$ cat src/rtl/wb_pkg.sv
// Shared types and helpers for the register-file writeback path.
package wb_pkg;

  localparam int unsigned REG_INT_BASE = 0;
  localparam int unsigned REG_FLT_BASE = 32;

  typedef struct packed {
    logic       en;
    logic [5:0] idx;
  } wb_dest_t;

  typedef struct packed {
    wb_dest_t    rd;
    logic [31:0] data;
  } wb_entry_t;

  // Regs 0 and 32 are hardwired zero, so only idx[4:0] matters.
  function automatic logic is_null_dest(wb_dest_t d);
    return !d.en || (d.idx[4:0] == 5'd0);
  endfunction

endpackage

$ cat src/rtl/wb_fifo.sv
// Synchronous FIFO holding long-latency (FPU/LSU) results awaiting a write slot.
module wb_fifo
  import wb_pkg::*;
#(
  parameter int unsigned DEPTH = 4
) (
  input  logic                     i_clk,
  input  logic                     i_rst,
  input  logic                     i_push,
  input  wb_entry_t                i_entry,
  input  logic                     i_pop,
  output wb_entry_t                o_head,
  output logic                     o_full,
  output logic                     o_empty,
  output logic [$clog2(DEPTH):0]   o_count
);

  localparam int unsigned AW = $clog2(DEPTH);
  localparam int unsigned CW = AW + 1;

  wb_entry_t         r_mem [DEPTH];
  logic [AW-1:0]     r_head;
  logic [AW-1:0]     r_tail;
  logic [CW-1:0]     r_count;
  logic              w_push;
  logic              w_pop;

  assign o_full  = (r_count == CW'(DEPTH));
  assign o_empty = (r_count == '0);
  assign o_count = r_count;
  assign o_head  = r_mem[r_head];

  // Ignore requests that would overflow or underflow.
  assign w_push = i_push && !o_full;
  assign w_pop  = i_pop && !o_empty;

  // Storage write; contents need no reset since head is only used when non-empty.
  always_ff @(posedge i_clk) begin
    if (w_push) begin
      r_mem[r_tail] <= i_entry;
    end
  end

  // Pointers wrap naturally at DEPTH (power of 2); count tracks push minus pop.
  always_ff @(posedge i_clk) begin
    if (i_rst) begin
      r_head  <= '0;
      r_tail  <= '0;
      r_count <= '0;
    end else begin
      if (w_push) r_tail <= r_tail + AW'(1);
      if (w_pop)  r_head <= r_head + AW'(1);
      unique case ({w_push, w_pop})
        2'b10:   r_count <= r_count + CW'(1);
        2'b01:   r_count <= r_count - CW'(1);
        default: r_count <= r_count;
      endcase
    end
  end

endmodule

$ cat src/rtl/writeback_unit.sv
// Register-file write port producer: arbitrates ALU and queued FPU/LSU results
// into one registered write per cycle and tracks pending destinations.
module writeback_unit
  import wb_pkg::*;
#(
  parameter int unsigned DEPTH = 4,
  parameter int unsigned NREG  = 64
) (
  input  logic        i_clk,
  input  logic        i_rst,
  input  logic        i_issue_valid,
  input  logic [6:0]  i_issue_rd,
  input  logic        i_alu_valid,
  input  logic [6:0]  i_alu_rd,
  input  logic [31:0] i_alu_data,
  input  logic        i_fpu_valid,
  output logic        o_fpu_ready,
  input  logic [6:0]  i_fpu_rd,
  input  logic [31:0] i_fpu_data,
  input  logic        i_lsu_valid,
  output logic        o_lsu_ready,
  input  logic [6:0]  i_lsu_rd,
  input  logic [31:0] i_lsu_data,
  input  logic [5:0]  i_rs1,
  input  logic [5:0]  i_rs2,
  output logic        o_rs1_busy,
  output logic        o_rs2_busy,
  output logic [6:0]  o_wb_rd,
  output logic [31:0] o_rddata,
  output logic        o_we
);

  localparam int unsigned CW = $clog2(DEPTH) + 1;

  logic [NREG-1:0] r_busy;
  logic [NREG-1:0] w_busy_d;
  logic            r_we;
  wb_dest_t        r_wb_rd;
  logic [31:0]     r_rddata;

  logic            w_full;
  logic            w_empty;
  logic [CW-1:0]   w_count;
  wb_entry_t       w_head;
  wb_entry_t       w_push_entry;
  wb_entry_t       w_sel;
  logic            w_fpu_fire;
  logic            w_lsu_fire;
  logic            w_push;
  logic            w_pop;
  logic            w_alu_sel;
  logic            w_wr_sel;
  logic            w_issue_set;

  // FPU wins the single enqueue slot; ready depends only on the current count,
  // so a same-cycle pop never makes room for a push.
  assign o_fpu_ready = (w_count < CW'(DEPTH));
  assign o_lsu_ready = !w_full && !i_fpu_valid;

  assign w_fpu_fire = i_fpu_valid && o_fpu_ready;
  assign w_lsu_fire = i_lsu_valid && o_lsu_ready;

  // Null-destination results complete the handshake but are dropped here.
  always_comb begin
    w_push       = 1'b0;
    w_push_entry = '{rd: wb_dest_t'(i_lsu_rd), data: i_lsu_data};
    if (w_fpu_fire) begin
      w_push       = !is_null_dest(wb_dest_t'(i_fpu_rd));
      w_push_entry = '{rd: wb_dest_t'(i_fpu_rd), data: i_fpu_data};
    end else if (w_lsu_fire) begin
      w_push       = !is_null_dest(wb_dest_t'(i_lsu_rd));
    end
  end

  wb_fifo #(
    .DEPTH (DEPTH)
  ) u_fifo (
    .i_clk   (i_clk),
    .i_rst   (i_rst),
    .i_push  (w_push),
    .i_entry (w_push_entry),
    .i_pop   (w_pop),
    .o_head  (w_head),
    .o_full  (w_full),
    .o_empty (w_empty),
    .o_count (w_count)
  );

  // ALU has no backpressure, so it always takes the write slot over the FIFO.
  always_comb begin
    w_alu_sel = i_alu_valid && !is_null_dest(wb_dest_t'(i_alu_rd));
    w_pop     = !w_alu_sel && !w_empty;
    w_wr_sel  = w_alu_sel || w_pop;
    w_sel     = w_alu_sel ? '{rd: wb_dest_t'(i_alu_rd), data: i_alu_data} : w_head;
  end

  // Scoreboard next state: clear on selected write, then set on issue so the
  // newer instruction keeps ownership when both hit the same register.
  always_comb begin
    w_issue_set = i_issue_valid && !is_null_dest(wb_dest_t'(i_issue_rd));
    w_busy_d    = r_busy;
    if (w_wr_sel) begin
      w_busy_d[w_sel.rd.idx] = 1'b0;
    end
    if (w_issue_set) begin
      w_busy_d[i_issue_rd[5:0]] = 1'b1;
    end
  end

  // Scoreboard state.
  always_ff @(posedge i_clk) begin
    if (i_rst) begin
      r_busy <= '0;
    end else begin
      r_busy <= w_busy_d;
    end
  end

  // Registered write port; rd/data hold their last value when no write issues.
  always_ff @(posedge i_clk) begin
    if (i_rst) begin
      r_we     <= 1'b0;
      r_wb_rd  <= '0;
      r_rddata <= '0;
    end else begin
      r_we <= w_wr_sel;
      if (w_wr_sel) begin
        r_wb_rd  <= w_sel.rd;
        r_rddata <= w_sel.data;
      end
    end
  end

  assign o_we       = r_we;
  assign o_wb_rd    = r_wb_rd;
  assign o_rddata   = r_rddata;
  assign o_rs1_busy = r_busy[i_rs1] && (i_rs1[4:0] != 5'd0);
  assign o_rs2_busy = r_busy[i_rs2] && (i_rs2[4:0] != 5'd0);

endmodule

$ cat config.mk
export PLATFORM = sky130hd
export DESIGN_NAME = writeback_unit
export DESIGN_NICKNAME = d
export VERILOG_FILES = /design/src/rtl/wb_pkg.sv /design/src/rtl/wb_fifo.sv /design/src/rtl/writeback_unit.sv
export SDC_FILE = /design/constraint.sdc
export NUM_CORES = 1
export LEC_CHECK = 0
export CAP_MARGIN = 20
export CORE_ASPECT_RATIO = 0.5
export CORE_UTILIZATION = 46
export CTS_BUF_LIST = sky130_fd_sc_hd__clkbuf_4 sky130_fd_sc_hd__clkbuf_8
export DETAILED_ROUTE_END_ITERATION = 12
export PLACE_DENSITY = 0.78
export SLEW_MARGIN = 5
export SYNTH_ARGS = -nofsm -noshare
export SYNTH_HDL_FRONTEND = slang
export SYNTH_SLANG_ARGS = --single-unit
$ cat constraint.sdc
create_clock -name i_clk -period 3.3 [get_ports i_clk]
set_input_delay 0.33 -clock i_clk [delete_from_list [all_inputs] [get_ports i_clk]]
set_output_delay 0.33 -clock i_clk [all_outputs]
set_load 0.05 [all_outputs]
[After elaboration in Yosys (flattened, before gate mapping)]
Memory sizes are Yosys's and may differ from the RTL's. A register that Yosys moved wholly into a read port is not among the register bits.
Cells that the tools add are included.
Operators by class
  add/sub/neg operators: 4
  magnitude comparators: 7
  eq/ne operators: 3
  muxes and demuxes: 19
  bitwise logic cells: 3
  reduce and logical (&&, ||, !) cells: 37
Operators by type and width (number)
  $mux 64: 2
  $mux 39: 2
  $and 64x64->64: 1
  $not 64->64: 1
  $or 64x64->64: 1
  $lt 6x7->1 const B: 4
  $logic_not 5->1: 4
  $bmux 1 s6: 2
  $demux 1 s6: 2
  $ge 6x1->1 const B: 2
  $logic_and 1x1->1: 12
  $logic_not 1->1: 12
  $reduce_bool 5->1: 2
  $mux 1: 8
  $pmux 3 s2: 1
  $logic_or 1x1->1: 5
  $add 2x1->2 const B: 2
  $mux 2: 2
  $add 3x1->3 const B: 1
  $eq 3x3->1 const B: 1
  $logic_not 3->1: 1
  $lt 3x3->1 const B: 1
  $sub 3x1->3 const B: 1
  $eq 2x1->1 const B: 1
  2 further kinds: 2
Word-level totals
  register bits: 111
  bits in writable memories: 156
  bits of input ports: 142
  output and inout port bits: 44
  logic and storage cells: 82
  memories kept: 1
Memory list
  u_fifo.r_mem: words 4, bits a word 39, rd ports 1, clocked after memory_dff 1, write ports 1, line wb_fifo.sv:21  | wb_entry_t r_mem [DEPTH];

[Depth between registers and ports, before layout]
  depth after elaboration: 14
  mapped depth: 12
  gate-level depth less buffers: 11

[Modules after synthesis]
From an unflattened synthesis, not the netlist that was laid out.
Unflattened totals
  cells, all modules: 928
  area total of the unflattened synthesis: 12401.9 µm²
Modules (own cells, without submodules)
  writeback_unit: times used 1, cells an instance 671, area each 6311.1 µm², sequential area each 2082.0 µm²
  wb_fifo: times used 1, cells an instance 257, area each 6090.8 µm², sequential area each 4864.7 µm²

[Least setup slack after synthesis]
No wires, ideal clock.
  path kind: register to register
  from: register u_fifo.r_count[1] (netlist: u_fifo.o_count[1])
  to: memory u_fifo.r_mem[1][0] (netlist bit), enable pin
  setup time: 400 ps
  arrival: 2886 ps
  required time: 2900 ps
  slack: 14 ps
  cell stages (with the launch flop): 6
  buffers on the path: 0
  period minus slack after synthesis: 3286 ps
  path through: dfxtp_1 inv_1 a31oi_1 nand3_1 o22ai_1 and2_1
On the way
  longest elaborated chain between the ends: 9
  elaborated cells on any way between the ends: 11
  classes of those cells: order compare: 1; eq/ne: 1; mux: 4; reduce/logical: 5
Ends and longest elaborated chain
  start, declared: line wb_fifo.sv:24  | logic [CW-1:0] r_count;
  start signal, assigned: line wb_fifo.sv:54  | 2'b10: r_count <= r_count + CW'(1);
  start signal, assigned: line wb_fifo.sv:55  | 2'b01: r_count <= r_count - CW'(1);
  start signal, assigned: line wb_fifo.sv:56  | default: r_count <= r_count;
  $eq 3x3->1: line wb_fifo.sv:28  | assign o_full = (r_count == CW'(DEPTH));
  $logic_not 1->1: line writeback_unit.sv:58  | assign o_lsu_ready = !w_full && !i_fpu_valid;
  $logic_and 1x1->1: line writeback_unit.sv:58
  net o_lsu_ready: line writeback_unit.sv:21  | output logic o_lsu_ready,
  $logic_and 1x1->1: line writeback_unit.sv:61  | assign w_lsu_fire = i_lsu_valid && o_lsu_ready;
  $mux 1: line writeback_unit.sv:70  | end else if (w_lsu_fire) begin
  $mux 1: line writeback_unit.sv:67  | if (w_fpu_fire) begin
  $logic_and 1x1->1: line wb_fifo.sv:34  | assign w_push = i_push && !o_full;
  $mux 1: line wb_fifo.sv:39  | if (w_push) begin
  $mux 1 (implied by the code): line wb_fifo.sv:40  | r_mem[r_tail] <= i_entry;
  end, declared: line wb_fifo.sv:21
The timed path passes the listed nets, and every way through them passes these cells.

[Final worst setup path]
  from: input i_rs2[1]
  to: output o_rs2_busy
On the way
  longest elaborated chain between the ends: 3
  elaborated cells on any way between the ends: 4
  classes of those cells: mux: 2; reduce/logical: 2
Ends and longest elaborated chain
  start, declared: line writeback_unit.sv:25  | input logic [5:0] i_rs2,
  $bmux 1 s6: line writeback_unit.sv:138  | assign o_rs2_busy = r_busy[i_rs2] && (i_rs2[4:0] != 5'd0);
  $mux 1 (implied by the code): line writeback_unit.sv:138
  $logic_and 1x1->1 *: line writeback_unit.sv:138
  end, declared: line writeback_unit.sv:27  | output logic o_rs2_busy,
Mark *: on every way between the ends. The rest lies on a longest branch, timed or not. The select of a mux whose other input is x is not followed.

==> out/metrics.yaml <==
run_status:
  outcome: "finished clean"
logic_synthesis:
  synth_compound_area_frac: 0.1057
  yosys.area_share.simple: 0.1104
  yosysSeqAreaShare: 0.5728
  synth_edf_count: 156
  synth_top_area_frac: 0.3863
  synth-seq-cells: 269
  yosysTopAreaCell: "edfxtp_1"
  yosys.cell_count.top_type: "edfxtp_1"
  synthMuxAreaShare: 0.1765
  netlist_area_sq_um: 12130
  synth_nets: 1112
  synth-xor-area-share: 0.003611
  syn_inst: 964
  synth_top_family_by_area: "multiplexers"
  synthTopCellsByCount: "156 x edfxtp_1, 114 x nand2_1, 113 x dfxtp_1"
  synth-async-reset-ratio: 0
  synth_flop_cell: "edfxtp_1"
  ys_top_cells_by_area: "edfxtp_1 39%, dfxtp_1 19%, mux4_2 13%"
  syn_avg_cell_area_sq_um: 12.58
  synth_cell_types: 56
  synth_fa_ha_area_frac: 0.006809
  yosys_warnings: 0
sta:
  fin_crit_ps: 3091
  relSlewSlack: 0.3019
  fin_crit_sh: 0.9368
  max_clock_freq_mhz: 323.5
  setup_tns_ps: 0
  setup_viol: 0
  finalHoldViolCount: 0
  worst_slew_pin_slew_ps: 1047
  fin_ws_ps: 208.7
  fin_skew_ps: 30.33
  slew_violations: 0
  rsz0062_at_grt: "no"
critical_path:
  path_max_fanout: 11
  crit_end: "o_rs2_busy"
  worstPathRequired_ps: 2970
  path_class: "in -> out"
  cpMostUsedCell: "buf_4"
  crit_path_max_incr_delay_ps: 580
  crit_family: "buffers and inverters"
  critPathSlowestCell: "clkdlybuf4s50_1"
  crit_arrival_ps: 2760
  worstReg2RegEnd: "r_busy[24]"
  r2r_slack_ps: 670
  worst-path-buf-inv: 3
  worstRegToRegCells: 6
  start_kind: "primary input"
  worstSetupStartpoint: "i_rs2[1]"
  cp.depth: 9
  end_kind: "output port"
  cp_cell_sequence: "clkdlybuf4s50_1 > buf_4 > mux4_2 > mux2i_1 > and3_1 > nor4_1 > o21ai_0 > nand2_1 > buf_4"
floorplanning:
  rows: 41
  die_h_microns: 116.8
  die_width_microns: 231.6
  coreArea_sq_um: 25550
  dieArea_sq_um: 27060
  io-pin-count: 186
  start_util: 0.4747
power_and_ir_drop:
  vdd_drop_max_uv: 283.0
  power.density_nw_per_um2: 692.4
  p_total_uw: 10450
  p_leak_uw: 0.005011
placement:
  port_buffers: 185
  dp_hpwl_microns: 21470
  place_ws_ps: 216.3
  gp_congestion: 0.9474
global_routing:
  grt_max_degree: 73
  grt_pass1_wl_microns: 46460
  antenna_found_initial: 0
  track_usage: 0.2239
  grt-ovfl-total: 0
  grt_pass1_vias: 8479
clock_network:
  cts_resized: 0
  clock_latency_ps: 540
  postCtsHoldBufs: 0
  htree_levels: 2
  cts_root_buffer: "clkbuf_8"
  clockBufferDepth: 3
  post_cts_buffers: 0
  cts_sinks: 269
  clkTransAtPathRegs_ps: 60
  cts_tree: "done"
  cts-buffers-inserted: 38
detailed_routing:
  totalWireLength_microns: 30200
  drcViolationCount: 0
  drtPass1Iterations: 5
  vias: 8701
  routed_via_density: 5.709
  drt_iter0_markers: 655
  wl_per_cell_microns: 19.82
  detail-route-antenna-nets: 0
min_path:
  hold_path.class: "in -> reg"
final_layout:
  multi_input_area_sq_um: 4907
  fill_cells: 2052
  area_growth_pct: 24.40
  drive_gt1_frac: 0.1856
  finalNetCount: 1299
  seqCellArea_sq_um: 6949
  antenna_cells: 0
flow_run:
  drv_cap: 0
## state kept, by name, indices dropped and copies added, names as in the netlist, named ones only
register and cells:
u_fifo.r_tail 2, u_fifo.r_head 2, u_fifo.r_mem 156, r_busy 64
o_wb_rd 7, o_rddata 32, o_we 1, u_fifo.o_count 3
## per-stage QoR
| step | std cells | utilization | instance area, sq um | hold WS, ps |
|---|---|---|---|---|
| detailed placement | 1455 | 0.5609 | 14330 | 473.1 |
| global placement | 1455 | 0.5609 | 14330 | 464.7 |
| global route | 1524 | 0.5906 | 15090 | 371.2 |
| floorplan | 964 | - | 12130 | 460.3 |
| CTS | 1524 | 0.5906 | 15090 | 324.5 |
| finish | 1524 | 0.5906 | 15090 | 367.0 |
## logic make-up after synthesis
family          Yosys count
fa+ha+maj                 6
mux                     120
compound gates          206
buf+inv                  70
flops                   269
xor+xnor                  5
simple gates            288
## how the worst min path moves through the flow
stage | end | slack (ps) | depth (start not counted) | from
CTS | u_fifo.r_tail[1] | 320 | 2 | i_rst
finish | r_busy[36] | 370 | 2 | i_rst
global route | r_busy[36] | 370 | 2 | i_rst
floorplan | r_busy[49] | 460 | 2 | r_busy[49]
global placement | o_rddata[6] | 460 | 2 | o_rddata[6]
detailed placement | o_rddata[24] | 470 | 2 | o_rddata[24]
## report_power, final
| group | switching [uW] | internal [uW] | leakage [uW] |
|---|---|---|---|
| logic | 2260 | 1390 | 0.00227 |
| clock network | 1230 | 1340 | 0.000405 |
| registers | 191 | 4040 | 0.00234 |
## cell type report
class | instances | area share
clock buffers | 54 | 0.04512
flip-flops and latches | 269 | 0.4606
inverters | 11 | 0.002737
repair buffers | 206 | 0.1327
multi-input cells | 625 | 0.3253
clock inverters | 15 | 0.005059
well taps | 344 | 0.02853
## cell usage in the layout, fill, tap and decap left out, types with 11 or more instances in the layout
| cell | count |
|---|---|
| a21oi_1 | 40 |
| a311oi_1 | 32 |
| buf_4 | 24 |
| clkbuf_8 | 44 |
| clkdlybuf4s50_1 | 182 |
| dfxtp_1 | 111 |
| edfxtp_1 | 156 |
| inv_1 | 11 |
| mux2_2 | 41 |
| mux4_2 | 71 |
| nand2_1 | 114 |
| nand3_1 | 12 |
| nor2_1 | 71 |
| nor2b_1 | 37 |
| o21ai_0 | 99 |
## layer usage
metal  share of wire  vias to the layer above  track usage
met5               0                        -     0.008681
met2            0.49                      285       0.3778
met4           0.020                        0      0.06184
li1                -                     4038            -
met3           0.061                       52      0.04070
met1            0.43                     4326       0.3012
No activity file was read; power rests on OpenSTA's default activity.
